## src/rtl/ram_bus_port.sv

```systemverilog
// Host req/ack bus to word-indexed RAM port adapter; partial-byte writes run as read-modify-write.
// Latency: full write 1 cycle, read resp 2 cycles after ack, partial write 2 cycles; ack only in IDLE.
// Build option RAM_BUS_PORT_RANGE_CHECK_EN: out-of-range words are acked but ignored and set sticky host_err.
module ram_bus_port #(
  parameter int dat_width = 32,
  parameter int adr_width = 32,
  parameter int mem_size  = 1024
) (
  input  logic                   clk,
  input  logic                   rst_n,
  input  logic                   host_req,
  output logic                   host_ack,
  input  logic                   host_we,
  input  logic [adr_width-1:0]   host_addr,
  input  logic [dat_width/8-1:0] host_be,
  input  logic [dat_width-1:0]   host_wdata,
  output logic                   host_resp,
  output logic [dat_width-1:0]   host_rdata,
  output logic                   host_err,
  output logic [adr_width-1:0]   ram_adr_o,
  output logic                   ram_we_o,
  output logic [dat_width-1:0]   ram_dat_o,
  input  logic [dat_width-1:0]   ram_dat_i
);

  localparam int BE_W  = dat_width / 8;
  localparam int SHIFT = $clog2(BE_W);
  localparam logic [adr_width:0] MEM_LIMIT = (adr_width + 1)'(mem_size);

`ifdef RAM_BUS_PORT_RANGE_CHECK_EN
  localparam bit RANGE_CHK = 1'b1;
`else
  localparam bit RANGE_CHK = 1'b0;
`endif

  typedef enum logic [1:0] {IDLE, RD_WAIT, RMW_MERGE} state_t;

  state_t                 state_q, state_d;
  logic [adr_width-1:0]   adr_q, adr_d;
  logic [BE_W-1:0]        be_q, be_d;
  logic [dat_width-1:0]   wdata_q, wdata_d;
  logic                   oor_q, oor_d;
  logic                   resp_q, resp_d;
  logic [dat_width-1:0]   rdata_q, rdata_d;
  logic                   err_q, err_d;

  logic [adr_width-1:0]   idx;
  logic                   oor;
  logic                   we_c;

  assign idx = host_addr >> SHIFT;
  assign oor = RANGE_CHK && ({1'b0, idx} >= MEM_LIMIT);

  always_comb begin
    state_d   = state_q;
    adr_d     = adr_q;
    be_d      = be_q;
    wdata_d   = wdata_q;
    oor_d     = oor_q;
    resp_d    = 1'b0;
    rdata_d   = rdata_q;
    err_d     = err_q;
    host_ack  = 1'b0;
    ram_adr_o = idx;
    we_c      = 1'b0;
    ram_dat_o = host_wdata;

    case (state_q)
      IDLE: begin
        if (host_req) begin
          host_ack = 1'b1;
          err_d    = err_q | oor;
          if (!host_we) begin
            state_d = RD_WAIT;
            adr_d   = idx;
            oor_d   = oor;
          end else if (!oor && (|host_be)) begin
            if (&host_be) begin
              we_c = 1'b1;
            end else begin
              // The RAM read for the merge is issued now via ram_adr_o = idx.
              adr_d   = idx;
              be_d    = host_be;
              wdata_d = host_wdata;
              state_d = RMW_MERGE;
            end
          end
        end
      end
      RD_WAIT: begin
        ram_adr_o = adr_q;
        resp_d    = 1'b1;
        rdata_d   = oor_q ? '0 : ram_dat_i;
        state_d   = IDLE;
      end
      RMW_MERGE: begin
        ram_adr_o = adr_q;
        we_c      = 1'b1;
        for (int i = 0; i < BE_W; i++) begin
          ram_dat_o[8*i +: 8] = be_q[i] ? wdata_q[8*i +: 8] : ram_dat_i[8*i +: 8];
        end
        state_d = IDLE;
      end
      default: state_d = IDLE;
    endcase
  end

  // Gate with reset so an interrupted merge never reaches the RAM.
  assign ram_we_o   = we_c & rst_n;
  assign host_resp  = resp_q;
  assign host_rdata = rdata_q;
  assign host_err   = err_q;

  always_ff @(posedge clk or negedge rst_n) begin
    if (!rst_n) begin
      state_q <= IDLE;
      adr_q   <= '0;
      be_q    <= '0;
      wdata_q <= '0;
      oor_q   <= 1'b0;
      resp_q  <= 1'b0;
      rdata_q <= '0;
      err_q   <= 1'b0;
    end else begin
      state_q <= state_d;
      adr_q   <= adr_d;
      be_q    <= be_d;
      wdata_q <= wdata_d;
      oor_q   <= oor_d;
      resp_q  <= resp_d;
      rdata_q <= rdata_d;
      err_q   <= err_d;
    end
  end

endmodule
```

## config.mk

```make
export PLATFORM = sky130hd
export DESIGN_NAME = ram_bus_port
export DESIGN_NICKNAME = d
export VERILOG_FILES = /design/src/rtl/ram_bus_port.sv
export SDC_FILE = /design/constraint.sdc
export NUM_CORES = 1
export LEC_CHECK = 0
export ABC_AREA = 0
export BUFFER_PORTS_ARGS = -buffer_cell sky130_fd_sc_hd__buf_2
export CORE_MARGIN = 5
export CORE_UTILIZATION = 56
export CTS_BUF_LIST = sky130_fd_sc_hd__clkbuf_8
export DETAILED_ROUTE_END_ITERATION = 6
export GPL_TIMING_DRIVEN = 0
export PLACE_DENSITY = 0.95
export SKIP_LAST_GASP = 1
export SLEW_MARGIN = 20
export SYNTH_ARGS = -nofsm -noshare
export SYNTH_HDL_FRONTEND = slang
export SYNTH_SLANG_ARGS = --single-unit
```

## constraint.sdc

```tcl
create_clock -name clk -period 4.8 [get_ports clk]
set_input_delay 0.48 -clock clk [delete_from_list [all_inputs] [get_ports clk]]
set_output_delay 0.48 -clock clk [all_outputs]
set_load 0.01 [all_outputs]
```

* After elaboration in Yosys (flattened, before gate mapping)
Cells that the tools add are included.
Operators by class: equality and inequality tests 7, muxes and demuxes 22, bitwise logic cells 2, reductions and logical operators 7
Operator list (number):
- 2-to-1 mux 32 bit | 5
- 2-to-1 mux 8 bit | 4
- 2-to-1 mux 2 bit | 5
- AND reduction 4 bit | 2
- 2-to-1 mux 1 bit | 7
- != test 3 bit (second input constant) | 2
- AND reduction 5 bit | 1
- != test 2 bit (second input constant) | 2
- OR reduction 4 bit | 1
- AND reduction 3 bit | 1
- == test 2 x 1 -> 1 bit (second input constant) | 1
- == test 2 bit (second input constant) | 1
- zero test 2 bit | 1
- != test 2 x 1 -> 1 bit (second input constant) | 1
- case mux 1 bit (2 select lines) | 1
- OR reduction 2 bit | 1
- AND 1 bit | 1
- NOT 1 bit | 1
Word-level totals: register bits 103, input port bits 104, output and inout bits 100, word-level logic and storage cells 44

* Longest topological paths before layout
depth in word-level cells 7, depth in mapped cells 8, gate-level depth less buffers 6

* Worst setup path before layout
No wires, ideal clock.
path type input -> register, start input host_be[1], end register be_q[0], library setup time 0.125 ns, arrival time 1.858 ns, required time 4.675 ns, path slack 2.816 ns, stages 6, path buffers 3, cell sequence or4_1 > clkbuf_1 > and4_4 > buf_6 > buf_6 > mux2_4
On the way: cells in the longest elaborated chain, start to end 3, elaborated cells between the ends (all ways) 4, those cells by class 1 x bitwise; 3 x reduce/logical
RTL lines:
- start, declared | line 15 | input logic [dat_width/8-1:0] host_be,
- AND reduction 4 bit | line 78 | if (&host_be) begin
- NOT 1 bit (no line)
- AND reduction 5 bit (no line) *
- end signal, assigned | line 118 | be_q <= '0;
- end signal, assigned | line 127 | be_q <= be_d;
- end, declared | line 40 | logic [BE_W-1:0] be_q, be_d;
Mark *: on every way between the ends. The rest lies on a longest branch, timed or not. A chain may end at the register's enable or synchronous reset.

* Worst setup path in the final report
start register state_q[0], end output ram_dat_o[18]
On the way: cells in the longest elaborated chain, start to end 2
RTL lines:
- start, declared | line 38 | state_t state_q, state_d;
- start signal, assigned | line 125 | state_q <= state_d;
- == test 2 bit | line 68 | case (state_q)
- 2-to-1 mux 32 bit | line 68
- end, declared | line 22 | output logic [dat_width-1:0] ram_dat_o,
Every way passes these cells.

==> summary.md <==
| Metric | Value |
|---|---|
| Met2 Use GR | 46.6% |
| Period Utilization, post-route | 60.2% |
| Cell area after technology mapping | 5760 um^2 |
| Number of antenna violations at the first check in global routing | 3 |
| Kind of critical path | reg -> out |
| Max H-tree Level | 3 |
| Clock network latency to the later pin of the worst-skew pair | 0.36 ns |
| Sequential share of the synthesized area | 43.9% |
| Y dimension of the die | 111 um |
| ANT nets after route | 0 |
| Number of clock sinks | 101 |
| Number of flip-flops and latches in the synthesized netlist | 101 |
| Top-level port count | 204 |
| Power per cell area | 558 nW/um^2 |
| Async S/R FF share, synth | 100% |
| Final global-route overflow total | 0 |
| Die width | 111 um |
| Reg2reg start | state_q[0] |
| Endpoint of the worst-slack reg-to-reg timing path | wdata_q[16] |
| Post-layout worst setup margin | 1.91 ns |
| Row Count | 37 |
| Vias in the first global route | 5611 |
| Worst EP required | 4.32 ns |
| Post-synth top area cell | dfrtp_1 |
| Max-cap viol count | 0 |
| Layout Utilization | 70.4% |
| Post-route minimum period | 2.89 ns |
| Depth of the worst register-to-register path | 8 |
| Simple-gate share of the synthesized area | 14.3% |
| Largest buffer count on any clock path | 2 |
| Sort of element at the start of the critical path | flop |
| Cts bufs inserted | 9 |
| Placeable core region | 10200 um^2 |
| Number of input and output port buffers inserted | 197 |
| Met3 track demand over resource | 7.07% |
| Layout overhead on the synthesized area | 24.4% |
| Post-CTS Setup Inserts | 0 |
| Clock root buffer | clkbuf_8 |
| Area share of fa/ha/maj cells after synthesis | 0.651% |
| Mapped Avg Cell Area | 11.0 um^2 |
| Routed via count | 5452 |
| Starting utilization of the core area | 56.6% |
| Total global routing track utilization | 27.8% |
| Slack of the worst reg-to-reg path | 2.63 ns |
| Final Cell Area | 7170 um^2 |
| Maximum number of pins on one net before global-route repair | 61 |
| Setup crit end kind | primary output |
| Number of enable flip-flop cells after synthesis | 0 |
| Detailed-route wire length per cell | 20.2 um |
| Yosys Warn Count | 0 |
| Leakage component of the power | 3.41 nW |
| Total of endpoints with negative setup slack in the final report | 0 |
| Most instantiated flip-flop cell in the synthesis netlist | dfrtp_1 |
| VDD IR-drop max | 244 uV |
| Fraction of post-synthesis cell area in the top cell type by area | 43.9% |
| 1st-pass router iterations | 5 |
| Setup tns final | 0 ns |
| Hpwl dp | 12.9 mm |
| Relative slew slack | 52.5% |
| Clock-pin transition on the worst setup and hold timing paths | 0.10 ns |
| Worst hold-check path type | in -> async |
| Unrepaired setup endpoints after global routing | no |
| Fmax | 0.346 GHz |
| Pre-CTS setup slack | 2.34 ns |
| Global routing usage on met1 | 35.6% |
| Arrival @ worst endpoint | 2.41 ns |
| Total die area | 12400 um^2 |
| Most common library cells after synthesis | dfrtp_1 (101), mux2_2 (68), a21oi_1 (62) |
| Area share of xor/xnor cells in the synthesized design | 0% |
| Dpl cell area | 6960 um^2 |
| Wire length of the first global-routing pass | 28.7 mm |
| Share of synthesized area spent on multiplexers | 26.7% |
| Least-Margin Pin Slew | 0.712 ns |
| Post-synthesis compound-gate area fraction | 9.69% |
| Placer's final routability congestion estimate | 0.984 |
| Crit path max fanout | 10 |
| Post-synth cell types | 28 |
| Net total in the final layout | 842 |
| Most common cell in the synthesized netlist | dfrtp_1 |
| Post-route clock skew | 0.00638 ns |
| Cells taking the most area after synthesis | dfrtp_1 (44%), mux2_2 (13%), mux2_4 (7.8%) |
| CTS tree | done |
| Routed wire length | 17.7 mm |
| Synthesized instance count | 524 |
| Vias/cell | 6.22 |
| Grt peak-use layer | met2 |
| Layout cells sized above 1 | 43.4% |
| Main combinational cell family by area after synthesis | multiplexers |
| Number of hold buffers added after CTS | 0 |
| Total count of max-transition violations in the final report | 0 |
| Number of endpoints with negative hold slack in the final report | 0 |
| DRC violation total after the first TritonRoute iteration | 489 |
| Post-cts repair resize count | 0 |
| Detailed-route DRC error count | 0 |
| Status | completed |
[placed cells by master, fill, tap and decap left out, drive strengths merged, types with 3 or more instances in the layout]
cell type and instances:
nor2 32, and4b 30, clkbuf 57, conb 3
nand3 30, mux2i 32, a21oi 62, inv 6
o211ai 30, dfrtp 101, buf 209, ha 3
mux2 98, nand4 31
[per-layer routing]
layer  vias to the layer above  part of all wire (%)
li1                       2380                     -
met1                      2693                    40
met2                       333                    49
met3                        42                   8.8
met4                         4                   1.9
met5                         -                 0.090
[sequential cells by signal (all words and copies together), names as in the netlist]
signal      cells
adr_q          30
host_rdata     32
be_q            4
state_q         2
wdata_q        32
host_resp       1
[critical path: stages (launching register included)]
cell      delay [ns]
dfrtp_1         0.42
inv_1           0.09
ha_1            0.16
clkbuf_1        0.46
clkbuf_1        0.48
nor2_1          0.10
a21oi_1         0.17
buf_2           0.16
[kinds of logic (layout without fill, tap and decap cells)]
family                   after synthesis  count (layout)
adder cells (fa/ha/maj)                3               3
AO/OA/AOI/OAI                         95              95
AND/OR/NAND/NOR                      132             132
multiplexers                         130             130
other                                  1               4
flip-flops                           101             101
buffers and inverters                 62             276
[report_power, final]
| group | switching [mW] | total, mW | internal [mW] |
|---|---|---|---|
| clock | 0.317 | 0.577 | 0.261 |
| sequential | 0.260 | 1.51 | 1.25 |
| combinational | 0.961 | 1.91 | 0.950 |
| total | 1.54 | 4.00 | 2.46 |
[area by class of cell]
cell class | instances | area (um^2)
Inverter | 4 | 15.0
Buffer | 58 | 259
Sequential cell | 101 | 2530
Timing Repair Buffer | 198 | 1020
Fill cell | 716 | 3020
Clock inverter | 6 | 70.1
Tap cell | 136 | 170
Clock buffer | 10 | 138
Antenna cell | 1 | 2.50
Multi-Input combinational cell | 363 | 2970
[worst max path at each step]
stage	from	slack (ns)	endpoint	depth (start not counted)
final	state_q[0]	1.91	ram_dat_o[18]	7
after global routing	state_q[0]	1.77	ram_dat_o[7]	7
after CTS	state_q[0]	1.92	ram_dat_o[18]	7
after detailed placement	state_q[0]	2.34	ram_dat_o[20]	7
after global placement	rst_n	1.65	ram_we_o	3
after floorplan	host_be[1]	2.82	be_q[0]	6
[through the flow]
step / hold slack (ns) / power, mW / cells
6_report: 0.0382 / 4.00 / 877
5_1_grt: 0.0489 / 4.22 / 877
3_5_place_dp: 0.434 / 3.40 / 860
2_1_floorplan: 0.184 / 2.70 / 526
4_1_cts: 0.0417 / 3.98 / 876
3_3_place_gp: 0.484 / 3.30 / 859
Note: power is estimated with default switching activity, not from simulation.
